`config.mk`:
```
export PLATFORM = sky130hd
export DESIGN_NAME = ppu_tile_shifter_flat
export DESIGN_NICKNAME = d
export VERILOG_FILES = /design/src/rtl/ppu_tile_shifter_pkg.sv /design/src/rtl/ppu_tile_shifter_if.sv /design/src/rtl/ppu_tile_shifter_channel.sv /design/src/rtl/ppu_tile_shifter.sv /design/src/flat_wrapper.sv
export SDC_FILE = /design/constraint.sdc
export NUM_CORES = 1
export LEC_CHECK = 0
export ABC_AREA = 1
export BUFFER_PORTS_ARGS = -buffer_cell sky130_fd_sc_hd__buf_2
export CAP_MARGIN = 20
export CORE_UTILIZATION = 58
export DETAILED_ROUTE_END_ITERATION = 6
export GPL_ROUTABILITY_DRIVEN = 1
export PLACE_DENSITY = 0.93
export SKIP_LAST_GASP = 1
export SYNTH_ARGS = -nofsm -noshare
export SYNTH_HDL_FRONTEND = slang
export SYNTH_HIERARCHICAL = 1
export SYNTH_SLANG_ARGS = --single-unit
```
`constraint.sdc`:
```
create_clock -name i_clk -period 4.13 [get_ports i_clk]
set_clock_uncertainty 0.15 [all_clocks]
set_input_delay 0.6195 -clock i_clk [delete_from_list [all_inputs] [get_ports i_clk]]
set_output_delay 0.6195 -clock i_clk [all_outputs]
set_load 0.05 [all_outputs]
```
`src/rtl/ppu_tile_shifter_pkg.sv`:
```
// rtl/ppu_tile_shifter_pkg.sv - shared defaults and channel indices for the PPU tile shifter
package ppu_shift_pkg;

    localparam int DEF_CHANNELS    = 4;
    localparam int DEF_WIDTH       = 16;
    localparam int DEF_LOAD_WIDTH  = 8;
    localparam int DEF_OFFSET_BITS = 3;

    localparam int CH_PAT_LO = 0;
    localparam int CH_PAT_HI = 1;
    localparam int CH_ATT_LO = 2;
    localparam int CH_ATT_HI = 3;

endpackage

```
`src/rtl/ppu_tile_shifter_if.sv`:
```
// rtl/ppu_tile_shifter_if.sv - staging handshake between tile fetch and the shifter
interface ppu_tile_shifter_if
    import ppu_shift_pkg::*;
#(
    parameter int CHANNELS   = DEF_CHANNELS,
    parameter int LOAD_WIDTH = DEF_LOAD_WIDTH
);
    logic                           i_stage_valid;
    logic [CHANNELS*LOAD_WIDTH-1:0] i_stage_data;
    logic                           o_stage_ready;

    modport master (output i_stage_valid, output i_stage_data, input  o_stage_ready);
    modport slave  (input  i_stage_valid, input  i_stage_data, output o_stage_ready);
endinterface

```
`src/rtl/ppu_tile_shifter_channel.sv`:
```
// rtl/ppu_tile_shifter_channel.sv - one background shift register with upper reload and fine-x tap
module ppu_shift_channel
    import ppu_shift_pkg::*;
#(
    parameter int WIDTH       = DEF_WIDTH,
    parameter int LOAD_WIDTH  = DEF_LOAD_WIDTH,
    parameter int OFFSET_BITS = DEF_OFFSET_BITS
) (
    input  logic                   i_clk,
    input  logic                   i_reset,
    input  logic                   i_shift,
    input  logic                   i_reload,
    input  logic [LOAD_WIDTH-1:0]  i_load_data,
    input  logic [OFFSET_BITS-1:0] i_offset,
    output logic                   o_pixel,
    output logic [WIDTH-1:0]       o_q
);
    logic [WIDTH-1:0] q_next;

    // Reload lands on top of the already-shifted value, so a same-cycle shift still moves the low half.
    always_comb begin
        q_next = i_shift ? {1'b0, o_q[WIDTH-1:1]} : o_q;
        if (i_reload) begin
            q_next[WIDTH-1 -: LOAD_WIDTH] = i_load_data;
        end
    end

    always_ff @(posedge i_clk) begin
        if (i_reset) begin
            o_q <= '0;
        end else begin
            o_q <= q_next;
        end
    end

    assign o_pixel = o_q[i_offset];
endmodule

```
`src/rtl/ppu_tile_shifter.sv`:
```
// rtl/ppu_tile_shifter.sv - multi-channel background shifter with one-tile staging buffer
module ppu_tile_shifter
    import ppu_shift_pkg::*;
#(
    parameter int CHANNELS    = DEF_CHANNELS,
    parameter int WIDTH       = DEF_WIDTH,
    parameter int LOAD_WIDTH  = DEF_LOAD_WIDTH,
    parameter int OFFSET_BITS = DEF_OFFSET_BITS
) (
    input  logic                      i_clk,
    input  logic                      i_reset,
    ppu_tile_shifter_if.slave         stage_if,
    input  logic                      i_shift,
    input  logic                      i_load,
    input  logic [OFFSET_BITS-1:0]    i_offset,
    output logic [CHANNELS-1:0]       o_pixel,
    output logic                      o_reload,
    output logic                      o_underrun,
    output logic [CHANNELS*WIDTH-1:0] o_debug_data
);
    logic [CHANNELS*LOAD_WIDTH-1:0] stage_q;
    logic                           stage_full;
    logic [OFFSET_BITS-1:0]         cnt;
    logic                           auto_reload;
    logic                           take;

    assign auto_reload            = i_shift && (cnt == OFFSET_BITS'(LOAD_WIDTH - 1));
    assign o_reload               = i_load || auto_reload;
    // A reload frees the slot in the same cycle, so fetch never has to wait out a full buffer.
    assign stage_if.o_stage_ready = !stage_full || o_reload;
    assign take                   = stage_if.i_stage_valid && stage_if.o_stage_ready;

    always_ff @(posedge i_clk) begin
        if (i_reset) begin
            stage_q    <= '0;
            stage_full <= 1'b0;
            cnt        <= '0;
            o_underrun <= 1'b0;
        end else begin
            if (take) begin
                stage_q <= stage_if.i_stage_data;
            end
            stage_full <= take || (stage_full && !o_reload);
            if (o_reload && !stage_full) begin
                o_underrun <= 1'b1;
            end
            if (i_load) begin
                cnt <= '0;
            end else if (i_shift) begin
                cnt <= cnt + 1'b1;
            end
        end
    end

    for (genvar c = 0; c < CHANNELS; c++) begin : g_chan
        logic [LOAD_WIDTH-1:0] load_data;
        assign load_data = stage_full ? stage_q[c*LOAD_WIDTH +: LOAD_WIDTH] : '0;

        ppu_shift_channel #(
            .WIDTH       (WIDTH),
            .LOAD_WIDTH  (LOAD_WIDTH),
            .OFFSET_BITS (OFFSET_BITS)
        ) u_chan (
            .i_clk       (i_clk),
            .i_reset     (i_reset),
            .i_shift     (i_shift),
            .i_reload    (o_reload),
            .i_load_data (load_data),
            .i_offset    (i_offset),
            .o_pixel     (o_pixel[c]),
            .o_q         (o_debug_data[c*WIDTH +: WIDTH])
        );
    end
endmodule

```
`src/flat_wrapper.sv`:
```
// flat-port wrapper written by rule: the top's interface ports become plain ports
module ppu_tile_shifter_flat import ppu_shift_pkg::*;
#(
    parameter int CHANNELS    = DEF_CHANNELS,
    parameter int WIDTH       = DEF_WIDTH,
    parameter int LOAD_WIDTH  = DEF_LOAD_WIDTH,
    parameter int OFFSET_BITS = DEF_OFFSET_BITS
)
  (i_clk, i_reset, i_shift, i_load, i_offset, o_pixel, o_reload, o_underrun, o_debug_data, stage_if_i_stage_valid, stage_if_i_stage_data, stage_if_o_stage_ready);
  ppu_tile_shifter_if #(.CHANNELS(CHANNELS), .LOAD_WIDTH(LOAD_WIDTH)) stage_if_i ();
  input  logic i_clk;
  input  logic i_reset;
  input  logic i_shift;
  input  logic i_load;
  input  logic [OFFSET_BITS-1:0] i_offset;
  output logic [CHANNELS-1:0] o_pixel;
  output logic o_reload;
  output logic o_underrun;
  output logic [CHANNELS*WIDTH-1:0] o_debug_data;
  input wire logic [$bits(stage_if_i.i_stage_valid)-1:0] stage_if_i_stage_valid;
  input wire logic [$bits(stage_if_i.i_stage_data)-1:0] stage_if_i_stage_data;
  output wire logic [$bits(stage_if_i.o_stage_ready)-1:0] stage_if_o_stage_ready;
  assign stage_if_i.i_stage_valid = stage_if_i_stage_valid;
  assign stage_if_i.i_stage_data = stage_if_i_stage_data;
  assign stage_if_o_stage_ready = stage_if_i.o_stage_ready;
  ppu_tile_shifter #(.CHANNELS(CHANNELS), .WIDTH(WIDTH), .LOAD_WIDTH(LOAD_WIDTH), .OFFSET_BITS(OFFSET_BITS)) u_core (.i_clk(i_clk), .i_reset(i_reset), .stage_if(stage_if_i), .i_shift(i_shift), .i_load(i_load), .i_offset(i_offset), .o_pixel(o_pixel), .o_reload(o_reload), .o_underrun(o_underrun), .o_debug_data(o_debug_data));
endmodule
```
* After elaboration in Yosys (flattened, before gate mapping)
Cells that the tools add are included. W data, S select, Z words.
Word-level totals: register bits 101, bits of input ports 40, output and inout bits 71, logic and storage cells 46
Operators by class: add/subtract/negate cells 1, order comparisons 1, equality and inequality tests 1, multiplexer cells 20, reduce and logical (&&, ||, !) cells 11
Operators with widths (number):
- $mux W16 | 4
- $mux W8 | 8
- $bmux W1 S3 | 4
- $lt A3 B5 Y1 const B | 1
- $logic_and A1 B1 Y1 | 4
- $mux W1 | 4
- $add A3 B1 Y3 const B | 1
- $eq A3 B3 Y1 const B | 1
- $logic_or A1 B1 Y1 | 3
- $logic_not A1 Y1 | 2
- $reduce_bool A2 Y1 | 1
- $reduce_or A2 Y1 | 1

* Depth between registers and ports, before layout
Gate-level depths: netlist of run 1.
depth after elaboration 6, gate-level depth with buffers 9, mapped depth without buffers 8

* By module
Netlist of run 1, hierarchy kept.
Modules (own cells, without submodules):
- ppu_shift_channel | times used 4, cells an instance 99, area an instance 706.9 sq um, sequential area each 320.3 sq um
- ppu_tile_shifter | times used 1, cells an instance 305, area an instance 1970.6 sq um, sequential area each 740.7 sq um

* Worst setup path before layout of run 1
Ideal clock, no wire load.
kind flip-flop to output port, from reg u_core.g_chan[0].u_chan.o_q[7], to out o_pixel[0], data arrival time 1.312 ns, data required time 3.360 ns, path slack 2.049 ns, stages on the path, launching flop included 7, path buffers 0, path through dfxtp_1 inv_1 nand2_1 nand3_1 nand2_1 nand2_1 nand2_1
Between the ends: cells in the longest elaborated chain, start to end 2
RTL lines:
- start, declared | line ppu_tile_shifter_channel.sv:16 | output logic [WIDTH-1:0] o_q
- start signal, assigned | line ppu_tile_shifter_channel.sv:32 | o_q <= q_next;
- $bmux W1 S3 | line ppu_tile_shifter_channel.sv:36 | assign o_pixel = o_q[i_offset];
- $mux W1 (not written as such) | line ppu_tile_shifter_channel.sv:36
- end, declared | line flat_wrapper.sv:16 | output logic [CHANNELS-1:0] o_pixel;
No other way between the ends. The select of a mux whose other input is x is not followed.

* Worst setup path in the final report of run 1
from reg u_core.cnt[0], to out stage_if_o_stage_ready
Between the ends: cells in the longest elaborated chain, start to end 4
RTL lines:
- start, declared | line ppu_tile_shifter.sv:23 | logic [OFFSET_BITS-1:0] cnt;
- start signal, assigned | line ppu_tile_shifter.sv:50 | cnt <= cnt + 1'b1;
- $eq A3 B3 Y1 | line ppu_tile_shifter.sv:27 | assign auto_reload = i_shift && (cnt == OFFSET_BITS'(LOAD_WIDTH - 1));
- $logic_and A1 B1 Y1 | line ppu_tile_shifter.sv:27
- $logic_or A1 B1 Y1 | line ppu_tile_shifter.sv:28 | assign o_reload = i_load || auto_reload;
- $logic_or A1 B1 Y1 | line ppu_tile_shifter.sv:30 | assign stage_if.o_stage_ready = !stage_full || o_reload;
- end, declared | line flat_wrapper.sv:22 | output wire logic [$bits(stage_if_i.o_stage_ready)-1:0] stage_if_o_stage_ready;
No other way between the ends.

==> key figures, run 1 <==
Clock network
  – Total clock buffers created by CTS: 9
  – Level count of the clock H-tree: 3
  – Worst-skew pair later-pin latency: 0.35 ns
  – Post-cts gate resize count: 0
  – Post-CTS setup buffer count: 0
  – Root Driver: clkbuf_8
  – Largest buffer count on any clock path: 2
  – Clock-pin slew reported for the worst setup and hold paths after clock tree synthesis: 0.10 ns
  – TritonCTS clock tree: yes
  – Post-CTS Hold Fix Bufs: 0
  – Clock sink count: 101

Setup path
  – Sum of buffers and inverters on the critical path: 1
  – Slowest Stage Delay on Critical Path: 0.49 ns
  – Critical path arrival: 2.10 ns
  – CP Class: reg -> out
  – Library cell appearing most often on the critical path: ha_1
  – Type of element launching the critical path: flop
  – Slowest cell on crit path: nand3_2
  – Peak fanout along the critical path: 32
  – Cell-by-cell trace of the critical path: ha_1 -> ha_1 -> nand2_2 -> nand3_2 -> buf_2
  – Worst Setup End Kind: primary output
  – Largest delay contributor family on the critical path: simple AND/OR/NAND/NOR gates
  – Worst Path Required: 3.36 ns

Routing
  – Final routed wirelength across all metal layers: 10,800 um
  – Remaining routing DRC violations: 0
  – Mean routed wirelength per cell: 11.9 um
  – 1st-pass router iterations: 5
  – DR vias: 4,586
  – Vias/cell: 5.09
  – Iteration-0 DRC count of the detailed router: 227
  – Post-route antenna net violation count: 0

Pwr
  – Internal cell power: 0.00150 W
  – Power per standard cell area: 405 nW/um2
  – Sw power: 0.000715 W
  – Total chip power: 0.00222 W
  – Proportion of power drawn by flip-flops and latches: 0.488
  – Power share of the combinational group: 0.212
  – Leakage power total: 3.00 nW
  – Max VDD drop: 191 uV
  – Relative contribution of the clock network to total power: 0.300
  – Switching power share of the total: 0.322

Placement
  – Placed wire-length estimate: 7560 um
  – Routability cong.: 0.832
  – Number of buffer cells added on primary ports: 110
  – Worst slack at placement: 1.61 ns

Synth
  – Gate count of the mapped netlist: 701
  – Mapped Nets: 743
  – Yosys warnings: 6
  – Sequential-to-total area share from yosys stat: 0.421
  – Number of unique standard cell types used by synthesis: 24
  – Mean Syn Cell Area: 6.85 um2
  – Synth Cell Area: 4800 um2
  – Total of flip-flops plus latches after synthesis: 101

Final layout
  – Number of antenna cells inserted: 0
  – Final core occ: 0.697
  – Number of inserted filler cells in the final layout: 680
  – Most frequent cells in the layout: nand2_1 (133), inv_1 (118), buf_2 (110)
  – Post-layout net count: 836
  – Area taken by flip-flops and latches: 2020 um2
  – Commonest non-fill, non-tap cell in the layout: nand2_1
  – Area occupied by multi-input gates: 2010 um2
  – Share of cells above drive strength 1: 0.199
  – Area added between synthesis and finish: 14.0%

Hold path
  – Classification of the worst-slack hold path: reg -> reg

Floorplan
  – Core area: 7850 um2
  – Initial Utilization: 0.611
  – Die span in x: 93.0 um
  – Die area: 8640 um2
  – Die height: 93.0 um
  – I/O pins: 111
  – Cell Rows: 32

STA
  – Total of endpoints with negative setup slack in the final report: 0
  – Transition time at the pin with the least slew margin: 0.850 ns
  – Worst setup margin: 1.26 ns
  – RSZ-0062 raised after global routing: no
  – Fin. Hold Viols: 0
  – Relative slew margins: 0.433
  – Highest achievable clock rate: 349 MHz
  – Period utilization: 0.694
  – Final Critical Period: 2.87 ns
  – Summed negative setup slack over all endpoints: 0 ns
  – Worst hold-check slack: 0.329 ns
  – Max-slew violation total from the final report: 0

Global routing
  – GRT Util Overall: 0.251
  – Maximum number of pins on one net before global-route repair: 69
  – Global-route wire length before repair: 17,700 um
  – Initial antenna violation count: 0
  – Number of global-route vias before repair: 4,037
  – Total overflow reported by the global router: 0

Status
  – Status: completed

Job
  – Maximum Capacitance Violations: 0
## logic make-up after synthesis
| kind of cell | Yosys count | share of synthesized area |
|---|---|---|
| AOI/OAI and AO/OA | 140 | 0.154 |
| xor gates and xnor gates | 1 | 0.00183 |
| adders and majority gates | 2 | 0.00521 |
| buffers and inverters | 163 | 0.159 |
| DFF | 101 | 0.421 |
| and+or+nand+nor | 294 | 0.259 |
## path summary, 6_finish.rpt
check	slack, ns	cells past startpoint	start	to
worst min-delay path	0.33	2	u_core/cnt[2]	u_core/cnt[2]
worst max-delay path	1.26	5	u_core/cnt[0]	stage_if_o_stage_ready
worst max register to register	1.79	8	u_core/cnt[0]	u_core/stage_q[12]
worst min register to register	0.33	2	u_core/cnt[2]	u_core/cnt[2]
## synthesized netlist by cell type, drive strengths merged
| library cell | instances | share of area |
|---|---|---|
| a21oi | 76 | 0.087 |
| nand2 | 134 | 0.11 |
| ha | 2 | 0.0052 |
| o21ai | 64 | 0.067 |
| nor2 | 63 | 0.051 |
| nand3 | 49 | 0.052 |
| clkbuf | 6 | 0.0047 |
| buf | 27 | 0.051 |
| nor3 | 48 | 0.050 |
| dfxtp | 101 | 0.42 |
| inv | 126 | 0.099 |
| clkinv | 4 | 0.0042 |
| xnor2 | 1 | 0.0018 |
## power groups by stage
stage          registers, W  logic [W]  clock network (W)
5_1_grt             0.00109   0.000512           0.000719
3_5_place_dp        0.00110   0.000463                  0
6_report            0.00108   0.000469           0.000666
3_3_place_gp        0.00110   0.000450                  0
4_1_cts             0.00108   0.000466           0.000678
2_1_floorplan       0.00123   0.000230                  0
## flip-flops by register name, indices dropped and copies added (netlist names)
signal                    cells
u_core/cnt                    3
u_core/stage_q               32
u_core/stage_full             1
u_core/o_underrun             1
u_core/g_chan.u_chan/o_q     64
## worst register-to-register path, cell delays in order (launching register included)
cell     delay, ns
dfxtp_1       0.34
ha_1          0.20
ha_1          0.18
nand2_2       0.09
nand3_2       0.49
buf_4         0.49
nand3_1       0.14
nand2_1       0.06
nor2_1        0.13
## through the flow
stage	cell area, um2	instances
final	5470	901
after global routing	5470	901
after CTS	5450	900
after detailed placement	5240	884
after global placement	5240	884
after floorplan	4800	701
## cell type report
type / count / share of cell area
Clock inverter: 7 / 0.0165
Tap cell: 102 / 0.0233
Multi-Input combinational cell: 437 / 0.368
Timing Repair Buffer: 115 / 0.110
Sequential cell: 101 / 0.370
Inverter: 130 / 0.0901
Clock buffer: 9 / 0.0226
## metal layers
layer	vias to the layer above	part of all wire	GRT usage
met2	139	0.48	0.420
met3	13	0.050	0.0484
li1	2383	-	-
met4	0	0.013	0.0872
met5	-	0	0
met1	2051	0.46	0.323
(Power assumes the default switching activity.)
==> run 2, diff against run 1 <==
Settings changed: CORE_UTILIZATION 58 to 54, PLACE_DENSITY 0.93 to 0.88.
Clock period 4.13 ns to 2.8 ns, I/O delays scaled along.
==> key figures, run 2 (same netlist as run 1, synthesis figures left out) <==
Clock network
  – Level count of the clock H-tree: 3 (unchanged)
  – Post-CTS Hold Fix Bufs: 0 (unchanged)
  – Post-CTS setup buffer count: 0 (unchanged)
  – Clock-pin slew reported for the worst setup and hold paths after clock tree synthesis: 0.09 ns (about the same)
  – TritonCTS clock tree: yes
  – Post-cts gate resize count: 0 (unchanged)
  – Worst-skew pair later-pin latency: 0.35 ns (about the same)
  – Clock sink count: 101 (unchanged)
  – Largest buffer count on any clock path: 2 (unchanged)
  – Total clock buffers created by CTS: 9 (unchanged)
  – Root Driver: clkbuf_8

Floorplan
  – I/O pins: 111 (unchanged)
  – Die area: 9270 um2 (+7.2%)
  – Initial Utilization: 0.553 (-0.0585)
  – Cell Rows: 34 (+6.3%)
  – Die height: 96.3 um (+3.6%)
  – Core area: 8680 um2 (+11%)
  – Die span in x: 96.3 um (+3.6%)

STA
  – Relative slew margins: 0.588 (+0.155)
  – Summed negative setup slack over all endpoints: 0 ns (unchanged)
  – Max-slew violation total from the final report: 0 (unchanged)
  – Period utilization: 0.843
  – Transition time at the pin with the least slew margin: 0.618 ns (-0.231 ns)
  – Worst hold-check slack: 0.214 ns (-0.115 ns)
  – Total of endpoints with negative setup slack in the final report: 0 (unchanged)
  – Fin. Hold Viols: 0 (unchanged)
  – Final Critical Period: 2.36 ns
  – Highest achievable clock rate: 424 MHz
  – RSZ-0062 raised after global routing: no

Placement
  – Placed wire-length estimate: 7220 um (-4.6%)
  – Routability cong.: 0.848 (+2.0%)
  – Placed cells: 895 (+1.2%)
  – Number of buffer cells added on primary ports: 110 (unchanged)

Routing
  – Vias/cell: 4.96 (-2.6%)
  – 1st-pass router iterations: 6 (+1)
  – Remaining routing DRC violations: 0 (unchanged)
  – Final routed wirelength across all metal layers: 10,200 um (-4.8%)
  – DR vias: 4,510 (-1.7%)
  – Iteration-0 DRC count of the detailed router: 287 (+26%)
  – Post-route antenna net violation count: 0 (unchanged)
  – Mean routed wirelength per cell: 11.3 um (-5.7%)

Setup path
  – Peak fanout along the critical path: 12 (-63%)
  – Sum of buffers and inverters on the critical path: 1 (unchanged)
  – Critical path arrival: 1.79 ns (-0.31 ns)
  – Slowest Stage Delay on Critical Path: 0.37 ns (-0.12 ns)
  – Cell-by-cell trace of the critical path: ha_1 -> ha_1 -> nand2_2 -> nand2_1 -> buf_2
  – Slowest cell on crit path: dfxtp_1
  – CP Class: reg -> out
  – Largest delay contributor family on the critical path: simple AND/OR/NAND/NOR gates
  – Library cell appearing most often on the critical path: ha_1
  – Worst Setup End Kind: primary output
  – Worst Path Required: 2.23 ns (-1.13 ns)
  – Type of element launching the critical path: flop

Final layout
  – Most frequent cells in the layout: nand2_1 (133), inv_1 (118), buf_2 (110)
  – Area added between synthesis and finish: 14.9%
  – Final core occ: 0.636 (-0.0617)
  – Number of antenna cells inserted: 0 (unchanged)
  – Post-route non-filler standard cell count: 910 (+1.0%)
  – Largest register FFs: 64 (unchanged)
  – Regs by FF count: u_core/g_chan.u_chan/o_q (64), u_core/stage_q (32), u_core/cnt (3)
  – Most flop-heavy register: u_core/g_chan.u_chan/o_q
  – Commonest non-fill, non-tap cell in the layout: nand2_1
  – Share of cells above drive strength 1: 0.202 (+0.00300)
  – Number of inserted filler cells in the final layout: 837 (+23%)
  – Post-layout net count: 840 (+0.48%)

Pwr
  – Leakage power total: 3.03 nW (+0.79%)
  – Power per standard cell area: 602 nW/um2 (+48%)
  – Max VDD drop: 253 uV (+32%)

Global routing
  – Global-route wire length before repair: 16,300 um (-7.5%)
  – Global-route met2 utilization: 0.362 (-0.0574)
  – Global-route layer with the greatest usage: met2
  – Maximum number of pins on one net before global-route repair: 69 (unchanged)
  – Initial antenna violation count: 0 (unchanged)
  – GRT Util Overall: 0.223 (-0.0286)
  – Met3 demand-to-capacity share in global routing: 0.0276 (-0.0208)
  – Total overflow reported by the global router: 0 (unchanged)
  – Number of global-route vias before repair: 3,765 (-6.7%)
  – Met1 global-route usage: 0.291 (-0.0318)

Job
  – Maximum Capacitance Violations: 0 (unchanged)

Hold path
  – Classification of the worst-slack hold path: in -> reg

Status
  – Status: completed
-- run 2: path summary, 6_finish.rpt --
path | startpoint | endpoint | cells past startpoint | slack [ns]
worst max register to register | u_core/cnt[0] | u_core/g_chan[2].u_chan/o_q[11] | 9 | 0.70
worst max-delay path | u_core/cnt[0] | o_reload | 5 | 0.44
worst min register to register | u_core/cnt[2] | u_core/cnt[2] | 2 | 0.32
worst min-delay path | i_load | u_core/cnt[0] | 4 | 0.21
-- run 2: area by class of cell --
class                      count  area, um2  share of cell area
clock buffer                  12        165              0.0299
inverter                     130        493              0.0894
timing repair buffer         119        618               0.112
multi-input combinational    437       2010               0.365
clock inverter                 3       67.6              0.0123
tap                          108        135              0.0245
sequential                   101       2020               0.367
-- run 2: per-stage QoR --
| step | total power (W) | setup slack [ns] | area (um2) |
|---|---|---|---|
| after detailed placement | 0.00231 | 0.708 | 5280 |
| after global placement | 0.00230 | 0.757 | 5280 |
| after global routing | 0.00348 | 0.311 | 5520 |
| after CTS | 0.00334 | 0.411 | 5520 |
| after floorplan | 0.00216 | 0.751 | 4800 |
| final | 0.00332 | 0.440 | 5520 |
-- run 2: tightest hold or removal path, stage by stage --
cell    delay, ns
buf_2        0.09
nor2_1       0.04
inv_1        0.08
nor2_1       0.05
-- run 2: where the power goes --
group / leakage [nW] / switching, W / internal [W]
logic: 2.08 / 0.000492 / 0.000186
registers: 0.835 / 0.0000681 / 0.00153
clock network: 0.115 / 0.000467 / 0.000572
total: 3.03 / 0.00103 / 0.00229
-- run 2: per-layer routing --
layer	up-vias	wire (um)
met5	-	0
met4	0	263
met3	21	428
met2	135	4600
met1	1963	4950
li1	2391	-
